===== src/rtl/imm_pkg.sv =====
// Shared types and opcode constants for the immediate-generation stage.
package imm_pkg;

    typedef enum logic [2:0] {
        IMM_NONE = 3'd0,
        IMM_I    = 3'd1,
        IMM_S    = 3'd2,
        IMM_B    = 3'd3,
        IMM_U    = 3'd4,
        IMM_J    = 3'd5,
        IMM_SH   = 3'd6,
        IMM_Z    = 3'd7
    } imm_type_e;

    typedef enum logic [1:0] {
        BUF_EMPTY = 2'd0,
        BUF_ONE   = 2'd1,
        BUF_FULL  = 2'd2
    } buf_state_e;

    localparam logic [6:0] OP_STORE   = 7'b0100011;
    localparam logic [6:0] OP_BRANCH  = 7'b1100011;
    localparam logic [6:0] OP_LUI     = 7'b0110111;
    localparam logic [6:0] OP_AUIPC   = 7'b0010111;
    localparam logic [6:0] OP_JAL     = 7'b1101111;
    localparam logic [6:0] OP_OPIMM   = 7'b0010011;
    localparam logic [6:0] OP_OPIMM32 = 7'b0011011;
    localparam logic [6:0] OP_OP      = 7'b0110011;
    localparam logic [6:0] OP_OP32    = 7'b0111011;
    localparam logic [6:0] OP_SYSTEM  = 7'b1110011;

endpackage


===== src/rtl/imm_extract.sv =====
// Combinational immediate decode: instruction word to extended immediate, class and illegal flag.
module imm_extract
    import imm_pkg::*;
#(
    parameter int XLEN = 32
) (
    input  logic [31:0]     instr,
    output logic [XLEN-1:0] imm,
    output imm_type_e       imm_type,
    output logic            illegal
);

    logic [6:0]  opcode;
    logic [2:0]  funct3;
    logic [31:0] raw;
    logic        sext;

    assign opcode = instr[6:0];
    assign funct3 = instr[14:12];

    // raw holds a 32-bit immediate; sext selects how it widens to XLEN
    always_comb begin
        raw      = '0;
        sext     = 1'b0;
        imm_type = IMM_NONE;
        illegal  = 1'b0;
        if (instr[1:0] != 2'b11) begin
            illegal = 1'b1;
        end else begin
            case (opcode)
                OP_STORE: begin
                    raw      = {{20{instr[31]}}, instr[31:25], instr[11:7]};
                    sext     = 1'b1;
                    imm_type = IMM_S;
                end
                OP_BRANCH: begin
                    raw      = {{19{instr[31]}}, instr[31], instr[7], instr[30:25], instr[11:8], 1'b0};
                    sext     = 1'b1;
                    imm_type = IMM_B;
                end
                OP_LUI, OP_AUIPC: begin
                    raw      = {instr[31:12], 12'b0};
                    sext     = 1'b1;
                    imm_type = IMM_U;
                end
                OP_JAL: begin
                    raw      = {{11{instr[31]}}, instr[31], instr[19:12], instr[20], instr[30:21], 1'b0};
                    sext     = 1'b1;
                    imm_type = IMM_J;
                end
                OP_OPIMM: begin
                    if (funct3[1:0] == 2'b01) begin
                        raw      = (XLEN == 64) ? {26'b0, instr[25:20]} : {27'b0, instr[24:20]};
                        imm_type = IMM_SH;
                    end else begin
                        raw      = {{20{instr[31]}}, instr[31:20]};
                        sext     = 1'b1;
                        imm_type = IMM_I;
                    end
                end
                OP_OPIMM32: begin
                    if ((XLEN == 64) && (funct3[1:0] == 2'b01)) begin
                        raw      = {27'b0, instr[24:20]};
                        imm_type = IMM_SH;
                    end else begin
                        raw      = {{20{instr[31]}}, instr[31:20]};
                        sext     = 1'b1;
                        imm_type = IMM_I;
                    end
                end
                OP_SYSTEM: begin
                    if (funct3[2]) begin
                        raw      = {27'b0, instr[19:15]};
                        imm_type = IMM_Z;
                    end else begin
                        raw      = {{20{instr[31]}}, instr[31:20]};
                        sext     = 1'b1;
                        imm_type = IMM_I;
                    end
                end
                OP_OP, OP_OP32: begin
                    imm_type = IMM_NONE;
                end
                default: begin
                    raw      = {{20{instr[31]}}, instr[31:20]};
                    sext     = 1'b1;
                    imm_type = IMM_I;
                end
            endcase
        end
    end

    assign imm = sext ? XLEN'($signed(raw)) : XLEN'(raw);

endmodule


===== src/rtl/imm_gen_stage.sv =====
// Registered immediate-generation stage with a 2-entry skid buffer; in_ready and out_valid are flops.
module imm_gen_stage
    import imm_pkg::*;
#(
    parameter int XLEN  = 32,
    parameter int TAG_W = 32
) (
    input  logic             clk,
    input  logic             rst_n,
    input  logic             flush,
    input  logic             in_valid,
    output logic             in_ready,
    input  logic [31:0]      in_instr,
    input  logic [TAG_W-1:0] in_tag,
    output logic             out_valid,
    input  logic             out_ready,
    output logic [XLEN-1:0]  out_imm,
    output imm_type_e        out_type,
    output logic             out_illegal,
    output logic [TAG_W-1:0] out_tag
);

    if ((XLEN != 32) && (XLEN != 64)) begin : g_bad_xlen
        $fatal(1, "imm_gen_stage: XLEN must be 32 or 64");
    end

    logic [XLEN-1:0]  dec_imm;
    imm_type_e        dec_type;
    logic             dec_illegal;

    logic [XLEN-1:0]  skid_imm;
    imm_type_e        skid_type;
    logic             skid_illegal;
    logic [TAG_W-1:0] skid_tag;

    buf_state_e state, state_next;
    logic       accept, drain;
    logic       load_main_in, load_main_skid, load_skid;

    imm_extract #(.XLEN(XLEN)) u_extract (
        .instr    (in_instr),
        .imm      (dec_imm),
        .imm_type (dec_type),
        .illegal  (dec_illegal)
    );

    assign accept = in_valid & in_ready;
    assign drain  = out_valid & out_ready;

    always_comb begin
        state_next     = state;
        load_main_in   = 1'b0;
        load_main_skid = 1'b0;
        load_skid      = 1'b0;
        if (flush) begin
            state_next = BUF_EMPTY;
        end else begin
            case (state)
                BUF_EMPTY: begin
                    if (accept) begin
                        state_next   = BUF_ONE;
                        load_main_in = 1'b1;
                    end
                end
                BUF_ONE: begin
                    if (accept && drain) begin
                        load_main_in = 1'b1;
                    end else if (accept) begin
                        state_next = BUF_FULL;
                        load_skid  = 1'b1;
                    end else if (drain) begin
                        state_next = BUF_EMPTY;
                    end
                end
                BUF_FULL: begin
                    if (drain) begin
                        state_next     = BUF_ONE;
                        load_main_skid = 1'b1;
                    end
                end
                default: state_next = BUF_EMPTY;
            endcase
        end
    end

    // Handshake flags are registered from the next state so neither depends on live inputs
    always_ff @(posedge clk or negedge rst_n) begin
        if (!rst_n) begin
            state     <= BUF_EMPTY;
            in_ready  <= 1'b1;
            out_valid <= 1'b0;
        end else begin
            state     <= state_next;
            in_ready  <= (state_next != BUF_FULL);
            out_valid <= (state_next != BUF_EMPTY);
        end
    end

    always_ff @(posedge clk or negedge rst_n) begin
        if (!rst_n) begin
            out_imm      <= '0;
            out_type     <= IMM_NONE;
            out_illegal  <= 1'b0;
            out_tag      <= '0;
            skid_imm     <= '0;
            skid_type    <= IMM_NONE;
            skid_illegal <= 1'b0;
            skid_tag     <= '0;
        end else begin
            if (load_main_in) begin
                out_imm     <= dec_imm;
                out_type    <= dec_type;
                out_illegal <= dec_illegal;
                out_tag     <= in_tag;
            end else if (load_main_skid) begin
                out_imm     <= skid_imm;
                out_type    <= skid_type;
                out_illegal <= skid_illegal;
                out_tag     <= skid_tag;
            end
            if (load_skid) begin
                skid_imm     <= dec_imm;
                skid_type    <= dec_type;
                skid_illegal <= dec_illegal;
                skid_tag     <= in_tag;
            end
        end
    end

endmodule

===== config.mk =====
export PLATFORM = sky130hd
export DESIGN_NAME = imm_gen_stage
export DESIGN_NICKNAME = d
export VERILOG_FILES = /design/src/rtl/imm_pkg.sv /design/src/rtl/imm_extract.sv /design/src/rtl/imm_gen_stage.sv
export SDC_FILE = /design/constraint.sdc
export NUM_CORES = 1
export LEC_CHECK = 0
export BUFFER_PORTS_ARGS = -buffer_cell sky130_fd_sc_hd__buf_2
export CORE_MARGIN = 2
export CORE_UTILIZATION = 29
export DETAILED_ROUTE_END_ITERATION = 10
export PLACE_DENSITY_LB_ADDON = 0.3
export SKIP_LAST_GASP = 1
export SLEW_MARGIN = 10
export SYNTH_ARGS = -nofsm -noshare
export SYNTH_HDL_FRONTEND = slang
export SYNTH_HIERARCHICAL = 1
export SYNTH_SLANG_ARGS = --single-unit

===== constraint.sdc =====
create_clock -name clk -period 2.8 [get_ports clk]
set_clock_uncertainty 0.1 [all_clocks]
set_input_delay 0.14 -clock clk [delete_from_list [all_inputs] [get_ports clk]]
set_output_delay 0.14 -clock clk [all_outputs]
set_load 0.005 [all_outputs]

==> flow_metrics.tcl, run 1 <==
set metrics [dict create \
    p_int_uw 4903 \
    power_frac_clock_pct 34.0 \
    syn_area_um2 6982 \
    wl_met1_mm 9.552 \
    async_reset_ff_share_pct 100.0 \
    antenna_found_initial 0 \
    grt_pass1_wl_mm 33.75 \
    grt_pass1_vias 6038 \
    portBuffers 138 \
    status "completed" \
    fin_tns_setup_ps 0 \
    ant_nets 0 \
    synth_warnings 6 \
    wire_per_inst_um 18.48 \
    viasPerCell 5.172 \
    core_region_area_um2 23540 \
    period_minus_slack_ps 2248 \
    worst_pin_slew_ps 938.8 \
    reg2reg_from "in_ready" \
    synth_cells 647 \
    die_x_um 159.2 \
    io_pins 139 \
    r2r_end "skid_tag[16]" \
    cts-root-buf "clkbuf_16" \
    holdPathEnd "skid_imm[29]" \
    hpwl_mm 12.28 \
    synth-main-ff-cell "dfrtp_1" \
    die-area_um2 25330 \
    gr-total-overflow 0 \
    maxSlewViolCount 0 \
    r2r_slack_ps 550 \
    diodes 0 \
    syn_to_final_growth_pct 29.21 \
    clock_latency_ps 420 \
    dr.pass1.iters 4 \
    cts.reportedPaths.clkPinSlew_ps 60 \
    slowest_stage "or4b_4" \
    drt-initial-drc-count 350 \
    p_leak_uw 0.004009 \
    fp.dieH_um 159.2 \
    place.gp.congestion 0.7886 \
    reg2reg_depth 4 \
    required_ps 2990 \
    combPwrFrac_pct 22.9 \
    rsz0062_at_grt "no" \
    cts_tree "done" \
    max_freq_ghz 0.4449 \
    track_usage_pct 16.62 \
    cp_slowest_stage_delay_ps 750 \
    path_cells "nand2_1, or4b_4, buf_12, mux2_1" \
    rows 56 \
    hp-class "input port to flip-flop" \
    final_nets 866 \
    finalHoldViolations 0 \
    synth_cell_types 50 \
    maxCapViolations 0 \
    start_kind "flip-flop" \
    slew_headroom_pct 37.41 \
    whs_ps 14.86 \
    power_density_nw_per_um2 776.7 \
    critPathArrivalTime_ps 2440 \
    wl_met3_mm 1.143 \
    crit_path_end_kind "flip-flop" \
    cts.htree.levels 4 \
    routed_wirelength_mm 20.86 \
    worstSetupPathType "flip-flop to flip-flop" \
    fin_crit_sh_pct 80.28 \
    num-fill-cells 2359 \
    cts_made_buffers 17 \
    synth_edf_count 0 \
    setup_viol 0 \
    synth-seq-cells 140 \
    cts_setup_buffers 0 \
    cts.sinks 140 \
    ys_seq_area_share_pct 50.20 \
    min_path_cells 3 \
    critPathMaxFanout 29 \
    synth.avg_cell_area_um2 10.79 \
    drive_gt1_share_pct 27.53 \
    start_util_pct 29.66 \
    irDropWorstVdd_v 0.0003486 \
    maxUsedRoutingLayer "met4" \
    layout_commonest_cell "dfrtp_1" \
    final_cell_mix "dfrtp_1, buf_2, nor3_1" \
    synth_fp_nets 716 \
    wl_met2_mm 9.864 \
    seqPwrFrac_pct 43.1 \
    hold_start "in_instr[29]" \
    grt_max_degree 79 \
    num_vias 5839 \
    p_sw_uw 2104 \
    clock_path_buffers 2 \
    p_sw_share_pct 30.03 \
    drcViolationCount 0 \
]
==> metal layers <==
layer  track usage [%]  up-vias
met5                 0        -
met4             5.165        0
met3             3.985       20
met2             26.96      161
met1             22.02     2930
li1                  -     2728
==> cell usage after synthesis (2+ instances only) <==
master / n / area [um^2]
dfrtp_1: 139 / 3478
nor3_1: 71 / 355.3
a31oi_1: 70 / 437.9
nand3b_1: 69 / 518.0
o21ai_0: 69 / 345.3
clkbuf_1: 52 / 195.2
mux2_1: 48 / 540.5
a21o_1: 23 / 172.7
mux2_4: 20 / 300.3
nand2_1: 10 / 37.54
buf_2: 7 / 35.03
nand2b_1: 7 / 43.79
and3_1: 6 / 37.54
a22o_1: 4 / 35.03
buf_6: 4 / 45.04
a211oi_1: 3 / 22.52
a21oi_1: 3 / 15.01
nor2_1: 3 / 11.26
a21o_2: 2 / 17.52
a221o_1: 2 / 20.02
and2_1: 2 / 12.51
buf_1: 2 / 7.510
inv_1: 2 / 7.510
nor2b_1: 2 / 12.51
or2_1: 2 / 12.51
==> power by group through the flow <==
stage / clock network (uW) / logic (uW) / registers (uW)
3_3_place_gp: 0 / 1550 / 3050
2_1_floorplan: 0 / 889 / 3000
4_1_cts: 2440 / 1630 / 3030
5_1_grt: 2520 / 1790 / 3100
6_report: 2380 / 1600 / 3020
3_5_place_dp: 0 / 1580 / 3050
==> kinds of logic (layout without fill, tap and decap cells) <==
family	Yosys count	after routing	share of synthesized area, %
flops	140	140	50.20
compound gates	185	185	16.79
xor+xnor	1	1	0.1255
buf+inv	68	231	4.265
mux	70	70	12.35
simple gates	183	183	16.27
==> per-stage QoR <==
step / std cells / util, % / power (uW) / worst slack (ps) / area, um^2
floorplan: 647 / - / 3889 / 765.9 / 6982
global placement: 1056 / 33.97 / 4600 / 583.3 / 7998
detailed placement: 1056 / 33.97 / 4635 / 549.4 / 7998
CTS: 1129 / 38.32 / 7089 / 542.8 / 9021
global route: 1129 / 38.32 / 7406 / 455.3 / 9021
finish: 1129 / 38.32 / 7007 / 552.2 / 9021
==> how the worst max path moves through the flow <==
stage / start / end / slack (ps) / cells after the start
final: in_ready / skid_tag[16] / 550 / 4
after global placement: in_ready / skid_tag[12] / 580 / 4
after CTS: in_ready / skid_tag[6] / 540 / 4
after global routing: state[0] / out_type[2] / 460 / 4
after floorplan: out_valid / skid_imm[11] / 770 / 6
after detailed placement: in_ready / skid_tag[6] / 550 / 4
==> registers in the layout (all words and copies together) (netlist names) <==
name / cells
in_ready: 1
out_illegal: 1
out_imm: 32
out_tag: 32
out_type: 3
out_valid: 1
skid_illegal: 1
skid_imm: 32
skid_tag: 32
skid_type: 3
state: 2
==> what timing repair did <==
item | CTS | global route
gates resized for setup | 0 | 0
endpoints found under the hold margin | 140 | 0
hold buffers | 41 | 0
==> final cells by class <==
| class | count | area (um^2) | area share, % |
|---|---|---|---|
| inverter | 2 | 7.507 | 0.08322 |
| clock buffer | 18 | 429.2 | 4.757 |
| multi-input combinational | 439 | 3201 | 35.48 |
| timing repair buffer | 197 | 1292 | 14.33 |
| sequential | 140 | 3508 | 38.89 |
| tap | 319 | 399.1 | 4.424 |
| clock inverter | 14 | 183.9 | 2.039 |
==> worst max-delay path, delay by kind of cell (launching register included) <==
| family | cells | cell delay [ps] |
|---|---|---|
| buffers and inverters | 1 | 270 |
| DFF | 1 | 560 |
| muxes | 1 | 320 |
| and+or+nand+nor | 2 | 860 |
No activity file was read; power rests on OpenSTA's default activity.
==> inputs of run 2 (changes only) <==
==> constraint.sdc (replaced) <==
create_clock -name clk -period 1.9 [get_ports clk]
set_clock_uncertainty 0.1 [all_clocks]
set_input_delay 0.095 -clock clk [delete_from_list [all_inputs] [get_ports clk]]
set_output_delay 0.095 -clock clk [all_outputs]
set_load 0.005 [all_outputs]
==> run 2 against run 1 <==
Net effect: the run now ends with negative setup slack left; critical path depth is the same; maximum frequency is 18% higher; design area up 4.4%; register-to-register slack got worse by 560 ps; combinational power rose by 55%; routed wire length rose by 3.4%; first-iteration DRC count is 11% higher; global-route usage rose by 0.59 points; total power is 50% higher; core utilization is 1.7 points higher; sequential power is 47% higher.
==> flow_metrics.tcl, run 2 (same netlist as run 1, synthesis figures left out) <==
set metrics [dict create \
    status "complete, but fails checks" \
    violations "negative setup slack" \
    critPathMaxFanout 25 \
    start_util_pct 29.66 \
    io_pins 139 \
    gr-total-overflow 0 \
    worst_pin_slew_ps 524.0 \
    rows 56 \
    portBuffers 138 \
    hpwl_mm 13.23 \
    place.gp.congestion 0.8211 \
    setup_viol 12 \
    drt-initial-drc-count 389 \
    period_minus_slack_ps 1912 \
    die-area_um2 25330 \
    routed_wirelength_mm 21.57 \
    cts.reportedPaths.clkPinSlew_ps 60 \
    critPathArrivalTime_ps 2100 \
    final_nets 901 \
    clock_path_buffers 2 \
    fp.dieH_um 159.2 \
    slew_headroom_pct 65.07 \
    maxCapViolations 0 \
    cts_made_buffers 17 \
    num-fill-cells 2343 \
    fin_tns_setup_ps -54.02 \
    grt_max_degree 101 \
    final_cell_mix "dfrtp_1, buf_2, nor3_1" \
    rsz0062_at_grt "yes" \
    die_x_um 159.2 \
    cts-root-buf "clkbuf_16" \
    drcViolationCount 0 \
    grt_pass1_wl_mm 34.87 \
    dr.pass1.iters 5 \
    core_region_area_um2 23540 \
    stdcell_area_um2 9422 \
    worstSetupPathType "flip-flop to flip-flop" \
    power_density_nw_per_um2 1119 \
    antenna_found_initial 0 \
    ant_nets 0 \
    drive_gt1_share_pct 29.47 \
    p_leak_uw 0.004214 \
    grt_pass1_vias 6227 \
    start_kind "flip-flop" \
    slowest_stage "or4b_4" \
    cp_slowest_stage_delay_ps 540 \
    num_vias 6025 \
    worst_slack_ps -12.18 \
    maxSlewViolCount 0 \
    cts.sinks 140 \
    placed_cell_area_um2 8255 \
    crit_path_end_kind "flip-flop" \
    syn_to_final_growth_pct 34.95 \
    wire_per_inst_um 18.53 \
    required_ps 2090 \
    fin_crit_sh_pct 100.6 \
    total_power_uw 10540 \
    viasPerCell 5.176 \
    max_freq_ghz 0.5230 \
    track_usage_pct 17.21 \
    cts_tree "done" \
    clock_latency_ps 410 \
    finalHoldViolations 0 \
    irDropWorstVdd_v 0.0005676 \
    cts.htree.levels 4 \
    timing.critical_path.buf_inv 1 \
    path_cells "a21boi_4, or4b_4, buf_12, mux2_1" \
    cpLargestDelayFamily "simple AND/OR/NAND/NOR gates" \
    hp-class "input port to flip-flop" \
    diodes 0 \
    layout_commonest_cell "dfrtp_1" \
]
[run 2: changes by cell type in the layout (fill, tap and decap cells not counted), moves of 2 or more]
cell,previous run,this run
buf_12,4,10
inv_6,5,2
dlygate4sd3_1,41,52
buf_6,1,3
buf_4,14,30
clkinv_2,0,2
[run 2: worst paths after layout]
check / start / endpoint / slack, ps / depth (start not counted)
max in group asynchronous: rst_n / skid_type[2] / 930 / 3
worst min register to register: skid_tag[17] / skid_tag[17] / 390 / 1
worst max-delay path: state[0] / skid_imm[2] / -10 / 4
worst min-delay path: in_instr[23] / skid_imm[3] / 20 / 3
worst max register to register: state[0] / skid_imm[2] / -10 / 4
min in group asynchronous: rst_n / skid_imm[26] / 90 / 2
[run 2: per-stage QoR]
step                std cells  setup slack, ps  utilization, %  hold slack [ps]
finish                   1164           -12.18           40.02            21.42
global route             1164           -62.98           40.02            17.55
CTS                      1164           -20.09           39.96            3.239
detailed placement       1080           -73.13           35.07           -20.44
global placement         1080           -54.23           35.07           -20.50
floorplan                 647           -103.4               -           -300.6
[run 2: where the power goes]
part | switching [uW] | internal (uW) | total (uW)
logic | 1210 | 1270 | 2480
clock network | 1370 | 2240 | 3610
registers | 510 | 3940 | 4450
[run 2: tightest hold or removal path: stages]
cell	delay [ps]
buf_2	140
a21o_1	140
mux2_1	120
[run 2: area by class of cell]
class,count,area [um^2],area share (%)
flip-flops and latches,140,3508,37.24
multi-input cells,439,3209,34.06
repair buffers,232,1665,17.68
clock buffers,19,442.9,4.701
well taps,319,399.1,4.236
clock inverters,13,188.9,2.005
inverters,2,7.507,0.07968
[run 2: repair_timing]
item	CTS	global route
gates resized for setup	0	3
pin swaps	0	1
hold buffers	52	0
buffers inserted	0	0
setup endpoints to repair	42	92
endpoints found under the hold margin	214	0
[run 2: metal layers]
layer	global-route usage, %	share of wire, %	wire, um	vias to the layer above
met5	0	0	0	-
li1	-	-	-	2783
met4	4.711	1.2	259	0
met1	22.75	45	9760	3080
met3	3.517	4.1	888	18
met2	28.74	49	10660	144
==> inputs of run 3 (changes only) <==
--- a/config.mk
+++ b/config.mk
@@ -6,6 +6,7 @@
 export NUM_CORES = 1
 export LEC_CHECK = 0
 export BUFFER_PORTS_ARGS = -buffer_cell sky130_fd_sc_hd__buf_2
+export CORE_ASPECT_RATIO = 0.7
 export CORE_MARGIN = 2
 export CORE_UTILIZATION = 29
 export DETAILED_ROUTE_END_ITERATION = 10
==> run 3 against run 2 <==
Net effect: die area hardly changed; first-iteration DRC count is 4.1% lower; non-clock buffer count is 6 higher; register-to-register slack lost 20 ps; highest routed layer unchanged; critical endpoint is now skid_tag[26]; sequential power barely moved; combinational power up 2%; hold slack improved by 25 ps; maximum frequency is 1.1% lower; setup slack worse by 22 ps; clock power hardly changed; the run still ends with negative setup slack left.
==> flow_metrics.tcl, run 3 (same netlist as run 1, synthesis figures left out) <==
set metrics [dict create \
    cts_tree "done" \
    maxSlewViolCount 0 \
    placed_cell_area_um2 8269 \
    num_vias 6023 \
    setup_viol 41 \
    final_nets 907 \
    crit_path_end_kind "flip-flop" \
    cpLargestDelayFamily "simple AND/OR/NAND/NOR gates" \
    diodes 0 \
    place_ws_ps -73.84 \
    path_cells "nand2_2, or4b_4, buf_12, mux2_1" \
    track_usage_pct 17.68 \
    portBuffers 138 \
    wire_per_inst_um 18.86 \
    finalHoldViolations 0 \
    worstSetupPathType "flip-flop to flip-flop" \
    drive_gt1_share_pct 31.06 \
    cts.reportedPaths.clkPinSlew_ps 60 \
    whs_ps 46.24 \
    routed_wirelength_mm 22.03 \
    violations "negative setup slack" \
    irDropWorstVdd_v 0.0007189 \
    antenna_found_initial 0 \
    cts.sinks 140 \
    p_leak_uw 0.004269 \
    instances_no_fill 1168 \
    grt_pass1_vias 6146 \
    cts_made_buffers 17 \
    hpwl_mm 13.36 \
    final_cell_mix "dfrtp_1, buf_2, a31oi_1" \
    grt_max_degree 71 \
    start_util_pct 29.53 \
    critPathArrivalTime_ps 2130 \
    stdcell_area_um2 9538 \
    die_x_um 189.5 \
    dr.pass1.iters 5 \
    status "complete, but fails checks" \
    max_freq_ghz 0.5170 \
    drcViolationCount 0 \
    grt_pass1_wl_mm 34.88 \
    period_minus_slack_ps 1934 \
    r2r_slack_ps -30 \
    start_kind "flip-flop" \
    die-area_um2 25350 \
    reg2reg_from "in_ready" \
    maxCapViolations 0 \
    viasPerCell 5.157 \
    fp.dieH_um 133.8 \
    core_region_area_um2 23640 \
    gr-total-overflow 0 \
    worst_pin_slew_ps 409.7 \
    reg2reg_depth 4 \
    critPathMaxFanout 42 \
    cts.htree.levels 4 \
    syn_to_final_growth_pct 36.61 \
    r2r_end "skid_tag[26]" \
    hp-class "input port to asynchronous set/reset pin" \
    power_density_nw_per_um2 1106 \
    clock_path_buffers 2 \
    slew_headroom_pct 72.69 \
    drt-initial-drc-count 373 \
    ant_nets 0 \
    clock_latency_ps 420 \
    place.gp.congestion 0.8479 \
    cts-root-buf "clkbuf_16" \
    cp_slowest_stage_delay_ps 540 \
    total_power_uw 10550 \
    dp.cells 1081 \
    io_pins 139 \
    fin_crit_sh_pct 101.8 \
    timing.critical_path.buf_inv 1 \
    rsz0062_at_grt "yes" \
    required_ps 2100 \
    worst_slack_ps -34.15 \
    layout_commonest_cell "dfrtp_1" \
    rows 47 \
    slowest_stage "dfstp_2" \
]
[run 3: cell types whose count changed in the layout (fill, tap and decap cells not counted), moves of 2 or more]
cell / before / now
nor3_1: 71 / 64
nor3_2: 0 / 7
buf_4: 30 / 33
a211oi_1: 3 / 1
dlygate4sd3_1: 52 / 54
[run 3: worst max-delay path by stage]
stage                 start            to  slack [ps]  cells after the start
2_1_floorplan     out_valid  skid_imm[11]        -100                      6
3_3_place_gp    in_instr[3]   out_imm[30]        -110                      9
3_5_place_dp    in_instr[3]   out_imm[25]         -70                      9
4_1_cts            in_ready  skid_tag[17]         -50                      4
5_1_grt        in_instr[12]   out_imm[25]         -90                     10
6_report           in_ready  skid_tag[26]         -30                      4
[run 3: cell type report]
type	count	area (um^2)
clock buffers	18	429.2
clock inverters	13	191.4
fillers	2310	14100
inverters	2	7.507
multi-input cells	439	3284
flip-flops and latches	140	3508
well taps	318	397.9
repair buffers	238	1719
[run 3: stage by stage]
step                      util, %  setup TNS [ps]
after detailed placement    34.98           -2323
after floorplan                 -           -2860
after global placement      34.98           -2239
after CTS                   39.89           -1329
after global routing        40.35           -3424
final                       40.35          -809.4
[run 3: routing by layer]
layer,part of all wire [%],GRT usage (%),vias to the layer above,wire length [um]
li1,-,-,2807,-
met5,0,0,-,0
met3,6.4,5.181,13,1405
met4,0.70,4.264,0,155
met2,44,26.21,168,9622
met1,49,25.35,3035,10850
[run 3: what timing repair did]
item,CTS,global route
buffers inserted,0,1
resized for setup,0,21
gates cloned,0,1
endpoints found under the setup margin,42,97
pin swaps,0,4
endpoints found under the hold margin,241,0
hold buffers,54,0
[run 3: power by group]
part	total (uW)	switching, uW	internal, uW	leakage [uW]
logic	2530	1250	1280	0.00228
registers	4440	499	3940	0.00169
clock network	3580	1380	2200	0.000293
total	10600	3120	7430	0.00427
